==> src/rtl/hazard_response_ctrl_if.sv <==
// Hazard-detection -> response-controller bundle.
// master: hazard detection side (drives stall/jump/bypass/decode word).
// slave : hazard_response_ctrl (drives pipeline enables, D/X register,
//         execute selects and stall statistics).
interface hazard_response_ctrl_if;
  logic        w_stall;
  logic        w_jump_taken;
  logic        w_me_rs_bypass;
  logic        w_me_rt_bypass;
  logic        w_we_rs_bypass;
  logic        w_we_rt_bypass;
  logic        w_wm_rt_bypass;
  logic [31:0] w_dinstr_32;
  logic        w_dvalid;

  logic        w_pc_enable;
  logic        w_fd_enable;
  logic        w_fd_flush;
  logic [31:0] w_dx_instr_32;
  logic        w_dx_valid;
  logic [1:0]  w_ers_sel_2;
  logic [1:0]  w_ert_sel_2;
  logic        w_mem_wdata_sel;
  logic [15:0] w_stall_count_16;
  logic        w_stall_timeout;

  modport master (
    output w_stall, w_jump_taken, w_me_rs_bypass, w_me_rt_bypass,
           w_we_rs_bypass, w_we_rt_bypass, w_wm_rt_bypass,
           w_dinstr_32, w_dvalid,
    input  w_pc_enable, w_fd_enable, w_fd_flush, w_dx_instr_32, w_dx_valid,
           w_ers_sel_2, w_ert_sel_2, w_mem_wdata_sel, w_stall_count_16,
           w_stall_timeout
  );

  modport slave (
    input  w_stall, w_jump_taken, w_me_rs_bypass, w_me_rt_bypass,
           w_we_rs_bypass, w_we_rt_bypass, w_wm_rt_bypass,
           w_dinstr_32, w_dvalid,
    output w_pc_enable, w_fd_enable, w_fd_flush, w_dx_instr_32, w_dx_valid,
           w_ers_sel_2, w_ert_sel_2, w_mem_wdata_sel, w_stall_count_16,
           w_stall_timeout
  );
endinterface

==> src/rtl/hazard_response_ctrl.sv <==
// hazard_response_ctrl: turns decode-stage stall/bypass decisions into
// registered pipeline actions.
// Ports:
//   clock, reset_n : pipeline clock, async active-low reset
//   hz (slave)     : stall/jump/bypass/decode inputs; PC/FD enables and
//                    FD flush (combinational); D/X instr/valid, execute
//                    operand selects, store-data select, stall count and
//                    sticky watchdog (registered).
module hazard_response_ctrl #(
  parameter int unsigned STALL_LIMIT = 64,
  parameter logic [31:0] NOP_WORD    = 32'h0000_0000
) (
  input  logic             clock,
  input  logic             reset_n,
  hazard_response_ctrl_if.slave hz
);

  typedef enum logic [1:0] {RUN, STALL, FLUSH} state_t;

  state_t      state, state_nxt;
  logic        eff_stall, bubble;
  logic        pc_en, fd_en, fd_flush;
  logic [31:0] dx_instr;
  logic        dx_valid;
  logic [1:0]  ers_sel, ert_sel;
  logic        mem_wdata_sel;
  logic [15:0] stall_cnt, run_cnt;
  logic        timeout;

  // A jump squashes whatever is in decode, so its stall request is moot.
  assign eff_stall = hz.w_stall & hz.w_dvalid & ~hz.w_jump_taken;
  assign bubble    = eff_stall | hz.w_jump_taken;

  // mem->exec is the younger producer, so it wins over wb->exec.
  function automatic logic [1:0] sel_enc(input logic me, input logic we);
    return me ? 2'd1 : (we ? 2'd2 : 2'd0);
  endfunction

  always_ff @(posedge clock or negedge reset_n) begin
    if (!reset_n) state <= RUN;
    else          state <= state_nxt;
  end

  // Enables follow the live stall request so an N-cycle stall costs exactly
  // N bubbles; the cycle after STALL forwards the held instruction as RUN.
  always_comb begin
    state_nxt = state;
    pc_en     = 1'b1;
    fd_en     = 1'b1;
    fd_flush  = 1'b0;
    case (state)
      STALL:   state_nxt = eff_stall ? STALL : RUN;
      default: state_nxt = eff_stall ? STALL : RUN;  // RUN, FLUSH
    endcase
    if (eff_stall) begin
      pc_en = 1'b0;
      fd_en = 1'b0;
    end
    if (hz.w_jump_taken) begin
      state_nxt = FLUSH;
      fd_flush  = 1'b1;
    end
  end

  always_ff @(posedge clock or negedge reset_n) begin
    if (!reset_n) begin
      dx_instr      <= NOP_WORD;
      dx_valid      <= 1'b0;
      ers_sel       <= 2'd0;
      ert_sel       <= 2'd0;
      mem_wdata_sel <= 1'b0;
      stall_cnt     <= 16'd0;
      run_cnt       <= 16'd0;
      timeout       <= 1'b0;
    end else begin
      if (bubble) begin
        dx_instr <= NOP_WORD;
        dx_valid <= 1'b0;
        ers_sel  <= 2'd0;
        ert_sel  <= 2'd0;
      end else begin
        dx_instr <= hz.w_dinstr_32;
        dx_valid <= hz.w_dvalid;
        ers_sel  <= sel_enc(hz.w_me_rs_bypass, hz.w_we_rs_bypass);
        ert_sel  <= sel_enc(hz.w_me_rt_bypass, hz.w_we_rt_bypass);
      end
      mem_wdata_sel <= hz.w_wm_rt_bypass;
      // Only cycles that actually hold the front end count as stall cycles.
      if (eff_stall && stall_cnt != 16'hFFFF) stall_cnt <= stall_cnt + 16'd1;
      if (eff_stall) begin
        if (run_cnt != 16'hFFFF) run_cnt <= run_cnt + 16'd1;
        if (run_cnt == 16'(STALL_LIMIT - 1)) timeout <= 1'b1;
      end else begin
        run_cnt <= 16'd0;
      end
    end
  end

  assign hz.w_pc_enable      = pc_en;
  assign hz.w_fd_enable      = fd_en;
  assign hz.w_fd_flush       = fd_flush;
  assign hz.w_dx_instr_32    = dx_instr;
  assign hz.w_dx_valid       = dx_valid;
  assign hz.w_ers_sel_2      = ers_sel;
  assign hz.w_ert_sel_2      = ert_sel;
  assign hz.w_mem_wdata_sel  = mem_wdata_sel;
  assign hz.w_stall_count_16 = stall_cnt;
  assign hz.w_stall_timeout  = timeout;

endmodule

==> src/flat_wrapper.sv <==
// flat-port wrapper written by rule: the top's interface ports become plain ports
module hazard_response_ctrl_flat 
#(
  parameter int unsigned STALL_LIMIT = 64,
  parameter logic [31:0] NOP_WORD    = 32'h0000_0000
)
  (clock, reset_n, hz_w_stall, hz_w_jump_taken, hz_w_me_rs_bypass, hz_w_me_rt_bypass, hz_w_we_rs_bypass, hz_w_we_rt_bypass, hz_w_wm_rt_bypass, hz_w_dinstr_32, hz_w_dvalid, hz_w_pc_enable, hz_w_fd_enable, hz_w_fd_flush, hz_w_dx_instr_32, hz_w_dx_valid, hz_w_ers_sel_2, hz_w_ert_sel_2, hz_w_mem_wdata_sel, hz_w_stall_count_16, hz_w_stall_timeout);
  hazard_response_ctrl_if hz_i ();
  input  logic clock;
  input  logic reset_n;
  input wire logic [$bits(hz_i.w_stall)-1:0] hz_w_stall;
  input wire logic [$bits(hz_i.w_jump_taken)-1:0] hz_w_jump_taken;
  input wire logic [$bits(hz_i.w_me_rs_bypass)-1:0] hz_w_me_rs_bypass;
  input wire logic [$bits(hz_i.w_me_rt_bypass)-1:0] hz_w_me_rt_bypass;
  input wire logic [$bits(hz_i.w_we_rs_bypass)-1:0] hz_w_we_rs_bypass;
  input wire logic [$bits(hz_i.w_we_rt_bypass)-1:0] hz_w_we_rt_bypass;
  input wire logic [$bits(hz_i.w_wm_rt_bypass)-1:0] hz_w_wm_rt_bypass;
  input wire logic [$bits(hz_i.w_dinstr_32)-1:0] hz_w_dinstr_32;
  input wire logic [$bits(hz_i.w_dvalid)-1:0] hz_w_dvalid;
  output wire logic [$bits(hz_i.w_pc_enable)-1:0] hz_w_pc_enable;
  output wire logic [$bits(hz_i.w_fd_enable)-1:0] hz_w_fd_enable;
  output wire logic [$bits(hz_i.w_fd_flush)-1:0] hz_w_fd_flush;
  output wire logic [$bits(hz_i.w_dx_instr_32)-1:0] hz_w_dx_instr_32;
  output wire logic [$bits(hz_i.w_dx_valid)-1:0] hz_w_dx_valid;
  output wire logic [$bits(hz_i.w_ers_sel_2)-1:0] hz_w_ers_sel_2;
  output wire logic [$bits(hz_i.w_ert_sel_2)-1:0] hz_w_ert_sel_2;
  output wire logic [$bits(hz_i.w_mem_wdata_sel)-1:0] hz_w_mem_wdata_sel;
  output wire logic [$bits(hz_i.w_stall_count_16)-1:0] hz_w_stall_count_16;
  output wire logic [$bits(hz_i.w_stall_timeout)-1:0] hz_w_stall_timeout;
  assign hz_i.w_stall = hz_w_stall;
  assign hz_i.w_jump_taken = hz_w_jump_taken;
  assign hz_i.w_me_rs_bypass = hz_w_me_rs_bypass;
  assign hz_i.w_me_rt_bypass = hz_w_me_rt_bypass;
  assign hz_i.w_we_rs_bypass = hz_w_we_rs_bypass;
  assign hz_i.w_we_rt_bypass = hz_w_we_rt_bypass;
  assign hz_i.w_wm_rt_bypass = hz_w_wm_rt_bypass;
  assign hz_i.w_dinstr_32 = hz_w_dinstr_32;
  assign hz_i.w_dvalid = hz_w_dvalid;
  assign hz_w_pc_enable = hz_i.w_pc_enable;
  assign hz_w_fd_enable = hz_i.w_fd_enable;
  assign hz_w_fd_flush = hz_i.w_fd_flush;
  assign hz_w_dx_instr_32 = hz_i.w_dx_instr_32;
  assign hz_w_dx_valid = hz_i.w_dx_valid;
  assign hz_w_ers_sel_2 = hz_i.w_ers_sel_2;
  assign hz_w_ert_sel_2 = hz_i.w_ert_sel_2;
  assign hz_w_mem_wdata_sel = hz_i.w_mem_wdata_sel;
  assign hz_w_stall_count_16 = hz_i.w_stall_count_16;
  assign hz_w_stall_timeout = hz_i.w_stall_timeout;
  hazard_response_ctrl #(.STALL_LIMIT(STALL_LIMIT), .NOP_WORD(NOP_WORD)) u_core (.clock(clock), .reset_n(reset_n), .hz(hz_i));
endmodule
==> config.mk <==
export PLATFORM = sky130hd
export DESIGN_NAME = hazard_response_ctrl_flat
export DESIGN_NICKNAME = d
export VERILOG_FILES = /design/src/rtl/hazard_response_ctrl_if.sv /design/src/rtl/hazard_response_ctrl.sv /design/src/flat_wrapper.sv
export SDC_FILE = /design/constraint.sdc
export NUM_CORES = 1
export LEC_CHECK = 0
export BUFFER_PORTS_ARGS = -buffer_cell sky130_fd_sc_hd__clkbuf_2
export CORE_ASPECT_RATIO = 1.25
export CORE_MARGIN = 8
export CORE_UTILIZATION = 54
export DETAILED_ROUTE_END_ITERATION = 10
export GPL_TIMING_DRIVEN = 1
export PLACE_DENSITY = 0.88
export SYNTH_ARGS = -nofsm -noshare
export SYNTH_HDL_FRONTEND = slang
export SYNTH_SLANG_ARGS = --single-unit
==> constraint.sdc <==
create_clock -name clock -period 2.7 [get_ports clock]
set_clock_uncertainty 0.15 [all_clocks]
set_input_delay 0.135 -clock clock [delete_from_list [all_inputs] [get_ports clock]]
set_output_delay 0.135 -clock clock [all_outputs]
set_load 0.05 [all_outputs]
# ---- Yosys cells after proc, flatten, opt, wreduce, memory -nomap -nowiden
# Index checks and enable logic that the tools add are counted.
# W data, S select, Z words.
dict set report classes {
  n_addsub 2
  eq_ne 4
  n_mux 12
  bitwise_logic 4
  n_reduce_logical 2
}
# operator n
set ops {}
lappend ops {{$add A16 B1 Y16 const B} 2}
lappend ops {{$mux W16} 2}
lappend ops {{$mux W32} 1}
lappend ops {{$ne A16 B16 Y1 const B} 2}
lappend ops {{$eq A16 B6 Y1 const B} 1}
lappend ops {{$mux W2} 6}
lappend ops {{$mux W1} 3}
lappend ops {{$and A1 B1 Y1} 2}
lappend ops {{$ne A2 B2 Y1 const B} 1}
lappend ops {{$reduce_and A2 Y1} 1}
lappend ops {{$logic_and A1 B1 Y1} 1}
lappend ops {{$not A1 Y1} 1}
lappend ops {{$or A1 B1 Y1} 1}
dict set report totals {
  regBits 71
  inputBits 42
  output_inout_bits 58
}

# ---- Longest topological paths before layout
dict set report logic_depth {
  ltp_word 4
  depth_mapped 6
  ltp_nobuf 5
}

# ---- Worst setup path before layout
# OpenSTA, ideal clock, no wires.
dict set report synth_path {
  path_kind {flip-flop to flip-flop}
  from {reg u_core.stall_cnt[0] (netlist: u_core.hz.w_stall_count_16[0])}
  to {reg u_core.stall_cnt[1] (netlist: u_core.hz.w_stall_count_16[1])}
  setup_time_ps 128
  t_arrival_ps 1963
  required_ps 2422
  slack_ps 460
  path_stages_with_launch 6
  path_buffers 0
  period_less_slack_ps 2240
  path_cell_list {dfrtp_1 -> ha_1 -> nand4_1 -> nor4_4 -> nor2_1 -> mux2_1}
}
dict set report synth_via {
  elab_chain_cells 2
  elab_cells_between_ends 3
}
# item line_no
set synth_lines {}
lappend synth_lines {{start: declaration} hazard_response_ctrl.sv:27} ;# logic [15:0] stall_cnt, run_cnt;
lappend synth_lines {{start signal: assignment} hazard_response_ctrl.sv:89} ;# if (eff_stall && stall_cnt != 16'hFFFF) stall_cnt <= stall_cnt + 16'd1;
lappend synth_lines {{parallel branches: the longest is 2 deep, another holds $add A16 B1 Y16} -}
# Parallel ways; which one is timed is not known.
# A chain may end at the register's enable or synchronous reset.

# ---- Worst setup path after layout
dict set report layout_path {
  from {in hz_w_dvalid}
  to {out hz_w_fd_enable}
}
dict set report layout_via {
  elab_chain_cells 3
}
# item line_no
set layout_lines {}
lappend layout_lines {{start: declaration} flat_wrapper.sv:19} ;# input wire logic [$bits(hz_i.w_dvalid)-1:0] hz_w_dvalid;
lappend layout_lines {{$and A1 B1 Y1 (2 in series)} hazard_response_ctrl.sv:31} ;# assign eff_stall = hz.w_stall & hz.w_dvalid & ~hz.w_jump_taken;
lappend layout_lines {{$mux W1} hazard_response_ctrl.sv:55} ;# if (eff_stall) begin
lappend layout_lines {{end: declaration} flat_wrapper.sv:21} ;# output wire logic [$bits(hz_i.w_fd_enable)-1:0] hz_w_fd_enable;
# Every way passes these cells.

==> results.ini <==
[finish]
final_nets = 443
final_cells = 469
final_area_mm2 = 0.00415
drive_above_1_share_pct = 30.5
areaGrowthSynthToFinish_pct = 39.4
final_util_pct = 77.3

[placed_design]
portBuffers = 99
placed_cell_area_mm2 = 0.00354
dp_slack_ps = 674
dp_hpwl_mm = 5.32
place_congestion = 0.886
dp_cells = 413

[global_route]
grt_pass1_vias = 2747
overflow = 0
grt_start_max_net_pins = 48
antenna_found_initial = 2
grt_pass1_wl_mm = 13.3
grt_usage_pct = 21.4

[detailed_routing]
antenna_left = 0
viasPerCell = 5.41
finalWirelength_mm = 8.12
vias = 2537
firstDrtPassIters = 4
post_drt_wl_per_cell_um = 17.3
remaining_drc_errors = 0
initialDrtViolationCount = 145

[cts]
post_cts_buffers = 0
cts_tree = built
cts_made_buffers = 9
cts_resized = 0
root_buffer = clkbuf_8
ctsHoldBuffers = 39
cts.sinks = 71
h-tree-depth = 3
clock_latency_ps = 340
path_clk_slew_ps = 70
clockBufferDepth = 2

[logic_synthesis]
synth_top_cells_by_area = dfrtp_1 (60%), and2_1 (7.6%), xor2_1 (2.9%), nand4_1 (2.1%), nand2_1 (1.8%)
netlist_instances = 258
async_flop_share_pct = 100
synth_most_common_cell = dfrtp_1
yosysUniqueCellTypes = 43
synth_edf_count = 0
syn_avg_cell_area_um2 = 11.5
synth_nets = 302
synth_flop_cell = dfrtp_1
ys_warn_count = 0
yosys_register_bits = 71
yosysSeqAreaShare_pct = 59.7
synth_area_mm2 = 0.00298
synth_area_leader_cell = dfrtp_1
synth_top_area_share_pct = 59.7
synthTopCellsByCount = dfrtp_1 (71), and2_1 (36), nand2_1 (14)

[power_and_ir_drop]
sw_frac_of_total_pct = 30.8
ir_drop_mv = 0.482
power_density_mw_per_mm2 = 637
leakagePower_nw = 2.10
p_seq_share_pct = 45.1
clkPwrFrac_pct = 34.9
power.switching_uw = 814
p_int_mw = 1.83
p_total_mw = 2.64
pwr-share-comb_pct = 20.0

[timing]
slew_violations = 0
finalWorstSetupSlack_ps = 577
rsz0062_at_grt = false
timing.fmax_mhz = 471
worst_hold_slack_ps = 74.1
relSlewSlack_pct = 52.3
setup-violations-final = 0
hold_viol_final = 0
tns_ps = 0
period_minus_slack_ps = 2120
fin_crit_sh_pct = 78.6
worst_pin_slew_ps = 709

[hold_path]
min-delay-start = hz_w_jump_taken
holdCritPathClass = input port to register

[floorplanning]
die_h_um = 99.0
rows = 30
dieArea_mm2 = 0.00816
ios = 100
core_region_area_mm2 = 0.00537
initial_utilization_pct = 55.4
die_width_um = 82.4

[setup_path]
worstReg2RegStart = u_core.hz.w_stall_count_16[0]
crit_arrival_ps = 1840
cpMostUsedCell = clkbuf_2
crit_path_top_delay_cell = dlygate4sd3_1
cp.required_ps = 2410
slowest_delay_ps = 550
worstPathMaxFanout = 18
worstPathCellList = dlygate4sd3_1 > clkbuf_2 > and3b_1 > inv_1 > buf_4 > clkbuf_2
critPathCaptureType = output port
crit_type = input port to output port
crit_start = hz_w_dvalid
start_kind = input port

[flow_run]
cap_violations = 0

[status]
status = finished clean

area by class of cell:
| cell class | instances | area, um^2 |
|---|---|---|
| Timing Repair Buffer | 142 | 928 |
| Fill cell | 334 | 1220 |
| Multi-Input combinational cell | 173 | 1140 |
| Tap cell | 64 | 80.1 |
| Inverter | 2 | 7.51 |
| Clock inverter | 3 | 67.6 |
| Sequential cell | 71 | 1780 |
| Clock buffer | 12 | 145 |
| Antenna cell | 2 | 5.00 |
metal layers:
layer  wire [um]  part of all wire [%]  track usage (%)  vias up
li1            -                     -                -     1200
met1        3010                    37             23.5     1235
met2        4340                    53             35.7       84
met3         570                   7.0             5.74       18
met4         209                   2.6             11.8        0
met5           0                     0                0        -
critical path, delay by kind of cell:
kind	cells	cell delay [ps]
simple gates	1	200
buf+inv	5	1490
sequential cells by signal (all words and copies together) (netlist names):
name                        cells
u_core.hz.w_mem_wdata_sel       1
u_core.hz.w_dx_instr_32        32
u_core.hz.w_ert_sel_2           2
u_core.run_cnt                 16
u_core.hz.w_stall_count_16     16
u_core.hz.w_dx_valid            1
u_core.hz.w_ers_sel_2           2
u_core.hz.w_stall_timeout       1
power groups by stage:
stage          sequential, mW  combinational [mW]  clock (mW)
6_report                 1.19               0.528       0.921
3_3_place_gp             1.20               0.477           0
4_1_cts                  1.19               0.530       0.929
3_5_place_dp             1.21               0.484           0
2_1_floorplan            1.44              0.0918           0
5_1_grt                  1.20               0.558       0.983
cell usage in the layout (no fill, tap or decap), types with 2 or more instances in the layout:
master	instances
a211oi_1	3
a21oi_1	7
a31oi_1	2
a41o_1	3
and2_1	36
and3_1	4
and3b_1	4
and4_1	4
buf_4	3
bufinv_16	2
clkbuf_1	2
clkbuf_2	98
clkbuf_8	10
dfrtp_1	71
diode_2	2
dlygate4sd3_1	39
ha_1	2
mux2i_1	2
nand2_1	14
nand3_1	9
nand4_1	10
nor2_1	13
nor3_1	9
nor4_1	6
nor4b_1	2
o21ai_0	5
or3_1	4
or4_1	4
xnor2_1	5
xor2_1	10
path summary, 6_finish.rpt:
path / end / slack, ps / cells past startpoint
max: hz_w_fd_enable / 580 / 6
min: u_core.hz.w_dx_instr_32[29] / 70 / 3
max reg2reg: u_core.hz.w_stall_count_16[1] / 650 / 5
min reg2reg: u_core.hz.w_stall_count_16[7] / 340 / 1
max in group asynchronous: u_core.hz.w_stall_count_16[11] / 1590 / 3
min in group asynchronous: u_core.hz.w_dx_instr_32[5] / 180 / 2
kinds of logic (layout without fill, tap and decap cells):
logic type	count (synthesis)	in the layout	synth area share (%)
and+or+nand+nor	125	125	25.3
adders and majority gates	2	2	0.841
DFF	71	71	59.7
xor gates and xnor gates	15	15	4.42
buffers and inverters	14	159	2.19
AOI/OAI and AO/OA	28	28	6.48
muxes	3	3	1.05
other	0	2	0
Note: power is estimated with default switching activity, not from simulation.
